`config.mk`:
```
export PLATFORM = sky130hd
export DESIGN_NAME = pp_cmd_sequencer
export DESIGN_NICKNAME = d
export VERILOG_FILES = /design/src/rtl/pp_constants_pkg.sv /design/src/rtl/pp_cmd_fifo.sv /design/src/rtl/pp_cmd_sequencer.sv
export SDC_FILE = /design/constraint.sdc
export NUM_CORES = 1
export LEC_CHECK = 0
export CORE_UTILIZATION = 55
export CTS_CLUSTER_SIZE = 25
export DETAILED_ROUTE_END_ITERATION = 16
export PLACE_DENSITY = 0.79
export SYNTH_ARGS = -nofsm -noshare
export SYNTH_HDL_FRONTEND = slang
export SYNTH_SLANG_ARGS = --single-unit
```
`constraint.sdc`:
```
create_clock -name clk -period 3 [get_ports clk]
set_input_delay 0.6 -clock clk [delete_from_list [all_inputs] [get_ports clk]]
set_output_delay 0.6 -clock clk [all_outputs]
set_load 0.1 [all_outputs]
```
`src/rtl/pp_constants_pkg.sv`:
```
// rtl/pp_constants_pkg.sv - shared command width and sequencer state type for the pp command path
package pp_constants;

  localparam int CMD_SIZE_LOG2 = 5;
  localparam int CMD_W         = 2 ** CMD_SIZE_LOG2;

  typedef enum logic [1:0] {
    IDLE  = 2'd0,
    EXEC  = 2'd1,
    ERROR = 2'd2
  } pp_seq_state_t;

endpackage

```
`src/rtl/pp_cmd_fifo.sv`:
```
// rtl/pp_cmd_fifo.sv - synchronous command FIFO with async reset, flush and registered level
module pp_cmd_fifo #(
  parameter  int W     = 32,
  parameter  int DEPTH = 4,
  localparam int AW    = $clog2(DEPTH),
  localparam int LW    = AW + 1
) (
  input  logic          clk,
  input  logic          reset,
  input  logic [W-1:0]  wr_data,
  input  logic          wr_en,
  input  logic          rd_en,
  input  logic          flush,
  output logic [W-1:0]  rd_data,
  output logic          full,
  output logic          empty,
  output logic [LW-1:0] level
);

  logic [W-1:0]  mem [DEPTH];
  logic [AW-1:0] wr_ptr;
  logic [AW-1:0] rd_ptr;
  logic          push;
  logic          pop;

  // A write is refused when full, so a same-cycle pop never makes room for it.
  assign push    = wr_en && !full && !flush;
  assign pop     = rd_en && !empty && !flush;
  assign full    = (level == LW'(DEPTH));
  assign empty   = (level == '0);
  assign rd_data = mem[rd_ptr];

  always_ff @(posedge clk or posedge reset) begin
    if (reset) begin
      wr_ptr <= '0;
      rd_ptr <= '0;
      level  <= '0;
    end else if (flush) begin
      wr_ptr <= '0;
      rd_ptr <= '0;
      level  <= '0;
    end else begin
      if (push) wr_ptr <= wr_ptr + 1'b1;
      if (pop)  rd_ptr <= rd_ptr + 1'b1;
      if (push && !pop)      level <= level + 1'b1;
      else if (pop && !push) level <= level - 1'b1;
    end
  end

  always_ff @(posedge clk) begin
    if (push) mem[wr_ptr] <= wr_data;
  end

endmodule

```
`src/rtl/pp_cmd_sequencer.sv`:
```
// rtl/pp_cmd_sequencer.sv - buffers host commands and issues them one at a time to the pp core
module pp_cmd_sequencer #(
  parameter  int CMD_SIZE_LOG2  = pp_constants::CMD_SIZE_LOG2,
  parameter  int FIFO_DEPTH     = 4,
  parameter  int TIMEOUT_CYCLES = 1024,
  parameter  int CNT_W          = 16,
  localparam int CMD_W          = 2 ** CMD_SIZE_LOG2,
  localparam int LVL_W          = $clog2(FIFO_DEPTH) + 1,
  localparam int WD_W           = (TIMEOUT_CYCLES > 1) ? $clog2(TIMEOUT_CYCLES) : 1
) (
  input  logic             clk,
  input  logic             reset,
  input  logic [CMD_W-1:0] s_cmd_data,
  input  logic             s_cmd_valid,
  output logic             s_cmd_ready,
  output logic [CMD_W-1:0] cmd,
  output logic             enable,
  input  logic             valid,
  input  logic             flush,
  input  logic             clear_err,
  output logic             busy,
  output logic             err,
  output logic [CNT_W-1:0] done_cnt,
  output logic [LVL_W-1:0] fifo_level
);

  typedef pp_constants::pp_seq_state_t state_t;

  localparam logic [WD_W-1:0] WD_LAST = (TIMEOUT_CYCLES > 0) ? WD_W'(TIMEOUT_CYCLES - 1) : '0;

  state_t           state, state_n;
  logic [CMD_W-1:0] cmd_n;
  logic [CMD_W-1:0] head;
  logic             enable_n;
  logic             err_n;
  logic [CNT_W-1:0] done_n;
  logic [WD_W-1:0]  wd, wd_n;
  logic             fifo_full;
  logic             fifo_empty;
  logic             pop;
  logic             timeout;

  assign s_cmd_ready = !fifo_full && !reset;
  assign busy        = (state != pp_constants::IDLE) || (fifo_level != '0);
  assign timeout     = (TIMEOUT_CYCLES != 0) && (wd == WD_LAST);

  pp_cmd_fifo #(
    .W     (CMD_W),
    .DEPTH (FIFO_DEPTH)
  ) u_fifo (
    .clk     (clk),
    .reset   (reset),
    .wr_data (s_cmd_data),
    .wr_en   (s_cmd_valid && s_cmd_ready),
    .rd_en   (pop),
    .flush   (flush),
    .rd_data (head),
    .full    (fifo_full),
    .empty   (fifo_empty),
    .level   (fifo_level)
  );

  always_ff @(posedge clk or posedge reset) begin
    if (reset) begin
      state    <= pp_constants::IDLE;
      cmd      <= '0;
      enable   <= 1'b0;
      err      <= 1'b0;
      done_cnt <= '0;
      wd       <= '0;
    end else begin
      state    <= state_n;
      cmd      <= cmd_n;
      enable   <= enable_n;
      err      <= err_n;
      done_cnt <= done_n;
      wd       <= wd_n;
    end
  end

  // A completion that lands on the last watchdog cycle still counts as a normal finish.
  always_comb begin
    state_n  = state;
    cmd_n    = cmd;
    enable_n = enable;
    err_n    = err;
    done_n   = done_cnt;
    wd_n     = wd;
    pop      = 1'b0;
    unique case (state)
      pp_constants::IDLE: begin
        if (!fifo_empty && !flush) begin
          pop      = 1'b1;
          cmd_n    = head;
          enable_n = 1'b1;
          wd_n     = '0;
          state_n  = pp_constants::EXEC;
        end
      end
      pp_constants::EXEC: begin
        if (valid) begin
          enable_n = 1'b0;
          done_n   = done_cnt + 1'b1;
          state_n  = pp_constants::IDLE;
        end else begin
          wd_n = wd + 1'b1;
          if (timeout) begin
            enable_n = 1'b0;
            err_n    = 1'b1;
            state_n  = pp_constants::ERROR;
          end
        end
      end
      pp_constants::ERROR: begin
        if (clear_err) begin
          err_n   = 1'b0;
          state_n = pp_constants::IDLE;
        end
      end
      default: state_n = pp_constants::IDLE;
    endcase
  end

endmodule

```
==> metrics.csv <==
metric;value;unit
detail_route.wl_per_cell;18.9;um
floorplan.initialDensity;57.3;%
final_hold_viol_count;0;
met3_wirelength;628;um
maxCapViolCount;0;
area_growth_syn_to_layout;21.2;%
num-nets-final;578;
worstSetupStartpointType;flip-flop;
drt_drc_violations_left;0;
cellPowerDensity;1020;nW/um^2
max-vdd-ir-drop;0.000783;V
worst_path_largest_cell_delay;0.50;ns
reg2regPathDepth;7;
first_pass_iters;4;
seq_area_frac_synth;72.3;%
tightestPinTransition;0.901;ns
outcome;finished, final reports clean;
insertion_delay;0.43;ns
rsz0062_at_grt;false;
setup.worst_path.end_class;output pin;
tritoncts_clock_tree;built;
filler_cell_count;905;
post_drt_via_cell_ratio;5.64;
worstPathCellList;nor3_1, nand2_1, buf_4;
synth.distinct_cells;42;
cts-buffers-inserted;17;
synthesis.area_per_instance;18.1;sq um
r2r_slack;0.80;ns
final-max-slew-violation-count;0;
total_global_routing_track_utilization;20.9;%
report.power.total;9.55;mW
floorplan.die_area;14500;sq um
syn_nets;470;
required;2.40;ns
post_cts_resize_count;0;
die_w;120;um
final-setup-viol-count;0;
grt_antenna_before_repair;0;
overflow;0;
wl_met2;7.18;mm
maxUsedRoutingLayer;met4;
share_of_the_cycle_needed_by_the_critical_path_after_routing;79.1;%
cts.root.buffer_cell;clkbuf_16;
routabilityCongestion;0.790;
route.antenna.remaining_nets;0;
design.portCount;93;
via_count;4072;
final.setup_skew;0.0141;ns
synth_edf_count;128;
cts_hold_repair.buffers;0;
min_path_type;flip-flop to flip-flop;
timing.critical_path.fanout_max;6;
postCtsSetupRepairBufs;0;
slew_headroom;39.9;%
min_period;2.37;ns
lkg_pwr;3.46;nW
final_layout_size_suffix_gt1_share;31.7;%
hold-path-cell-count;1;
number_of_global_route_vias_before_repair;4241;
clock_sink_count;197;
wl_met1;5.67;mm
detailedPlacementHpwl;8.55;mm
worst_r2r_startpoint;u_fifo.level[0];
cts.htree.levels;4;
worstReg2RegEnd;u_fifo.level[2];
post_synth_inst_count;425;
clkSlewWorstSetupHoldPaths;0.07;ns
mappedNetlistArea;7700;sq um
setup_total_negative_slack;0;ns
antenna_diode_count;0;
post_synthesis_register_bit_count;197;
grt_start_max_net_pins;70;
worstSetupPathType;flip-flop to output pin;
synth_ff_type;edfxtp_1;
postRouteWirelength;13.6;mm
numPortBuffers;92;
worst_ep_arrival_time;1.77;ns
timing.hold.worst.start;done_cnt[15];
coreArea;13500;sq um
num_rows;42;
cts_max_path_buffers;2;
drt_iter0_drc;272;
grt_pass1_wl;22.2;mm
critical_path.slowest_cell;nor3_1;
synth_warnings;0;
dieHeight;120;um
max_freq;422;MHz
ys_async_sr_fraction;35.0;%
holdPathEnd;done_cnt[15];
[flip-flops by register name, indices dropped and copies added (netlist names)]
register / cells
state: 2
wd: 10
u_fifo.wr_ptr: 2
err: 1
done_cnt: 16
enable: 1
cmd: 32
u_fifo.mem: 128
u_fifo.rd_ptr: 2
u_fifo.level: 3
[cells in the final DEF, fill, tap and decap left out, types with 3 or more instances in the layout]
cell | netlist | routed
o21ai_0 | 5 | 5
edfxtp_1 | 128 | 128
xnor2_1 | 18 | 18
nor3_1 | 8 | 8
nand3_1 | 8 | 8
clkbuf_16 | 0 | 17
mux4_2 | 32 | 32
inv_1 | 10 | 9
a21oi_1 | 3 | 3
buf_12 | 0 | 3
clkinv_2 | 0 | 3
nand2_1 | 21 | 21
dfrtp_1 | 69 | 67
ha_1 | 6 | 6
and2_2 | 0 | 4
inv_6 | 0 | 3
nor2_1 | 20 | 20
clkdlybuf4s50_1 | 0 | 37
buf_4 | 3 | 63
and3_1 | 3 | 3
and2_1 | 7 | 3
nand4_1 | 7 | 7
mux2_2 | 33 | 33
xor2_1 | 8 | 8
[kinds of logic (layout without fill, tap and decap cells)]
| family | Yosys count | count (layout) | synth area share (%) |
|---|---|---|---|
| XOR/XNOR | 26 | 26 | 2.96 |
| flip-flops | 197 | 197 | 72.3 |
| AO/OA/AOI/OAI | 14 | 14 | 1.15 |
| adder cells (fa/ha/maj) | 7 | 7 | 1.23 |
| multiplexers | 65 | 65 | 14.2 |
| AND/OR/NAND/NOR | 92 | 92 | 6.66 |
| buffers and inverters | 24 | 145 | 1.49 |
[cell type report]
| cell class | instances | area, sq um | share of cell area, % |
|---|---|---|---|
| inverter | 10 | 41.3 | 0.442 |
| sequential | 197 | 5570 | 59.7 |
| clock buffer | 20 | 447 | 4.79 |
| timing repair buffer | 103 | 903 | 9.68 |
| multi-input combinational | 204 | 2020 | 21.7 |
| tap | 176 | 220 | 2.36 |
| clock inverter | 12 | 125 | 1.34 |
[per-stage QoR]
step / hold WS [ns] / instances / instance area (sq um) / utilization [%] / worst slack [ns]
after CTS: 0.508 / 722 / 9330 / 69.4 / 0.622
after global routing: 0.517 / 722 / 9330 / 69.4 / 0.545
after floorplan: 0.486 / 425 / 7710 / - / 0.107
after global placement: 0.466 / 690 / 8760 / 65.1 / 0.422
final: 0.494 / 722 / 9330 / 69.4 / 0.628
after detailed placement: 0.497 / 690 / 8760 / 65.1 / 0.384
[Yosys cell counts (3+ instances only)]
master / count / area (sq um)
mux2_2: 33 / 372
and2_1: 7 / 43.8
buf_2: 5 / 25.0
nand4_1: 7 / 43.8
xor2_1: 8 / 70.1
and3_1: 3 / 18.8
xnor2_1: 18 / 158
nor3_1: 8 / 40.0
inv_1: 10 / 37.5
edfxtp_1: 128 / 3840
o21ai_0: 5 / 25.0
buf_4: 3 / 22.5
clkbuf_1: 4 / 15.0
nor2_1: 20 / 75.1
nand3_1: 8 / 40.0
dfrtp_1: 69 / 1730
nand2_1: 21 / 78.8
a21oi_1: 3 / 15.0
mux4_2: 32 / 721
ha_1: 6 / 75.1
[per-layer routing]
metal,vias to the layer above,GRT usage (%)
met2,117,35.3
met4,0,7.95
met3,13,4.81
met1,2109,26.5
li1,1833,-
met5,-,0
[critical path, delay by kind of cell, from the launching register on]
kind	cells	cell delay, ns
flip-flops	1	0.44
buffers and inverters	1	0.27
AND/OR/NAND/NOR	2	0.66
[report_power, final]
part	switching [mW]	internal [mW]	total [mW]
Combinational	2.77	1.03	3.80
Clock	0.951	1.25	2.20
Sequential	0.291	3.25	3.54
[how the worst max path moves through the flow]
stage                     slack [ns]             from  cells after the start               end
after CTS                       0.62  u_fifo.level[0]                      3       s_cmd_ready
after detailed placement        0.38            reset                      6  u_fifo.mem[2][7]
after global routing            0.54  u_fifo.level[0]                      3              busy
after global placement          0.42            reset                      6  u_fifo.mem[3][7]
after floorplan                 0.11            reset                      2       s_cmd_ready
final                           0.63  u_fifo.level[0]                      3              busy
Power figures use the tool's default switching activity.
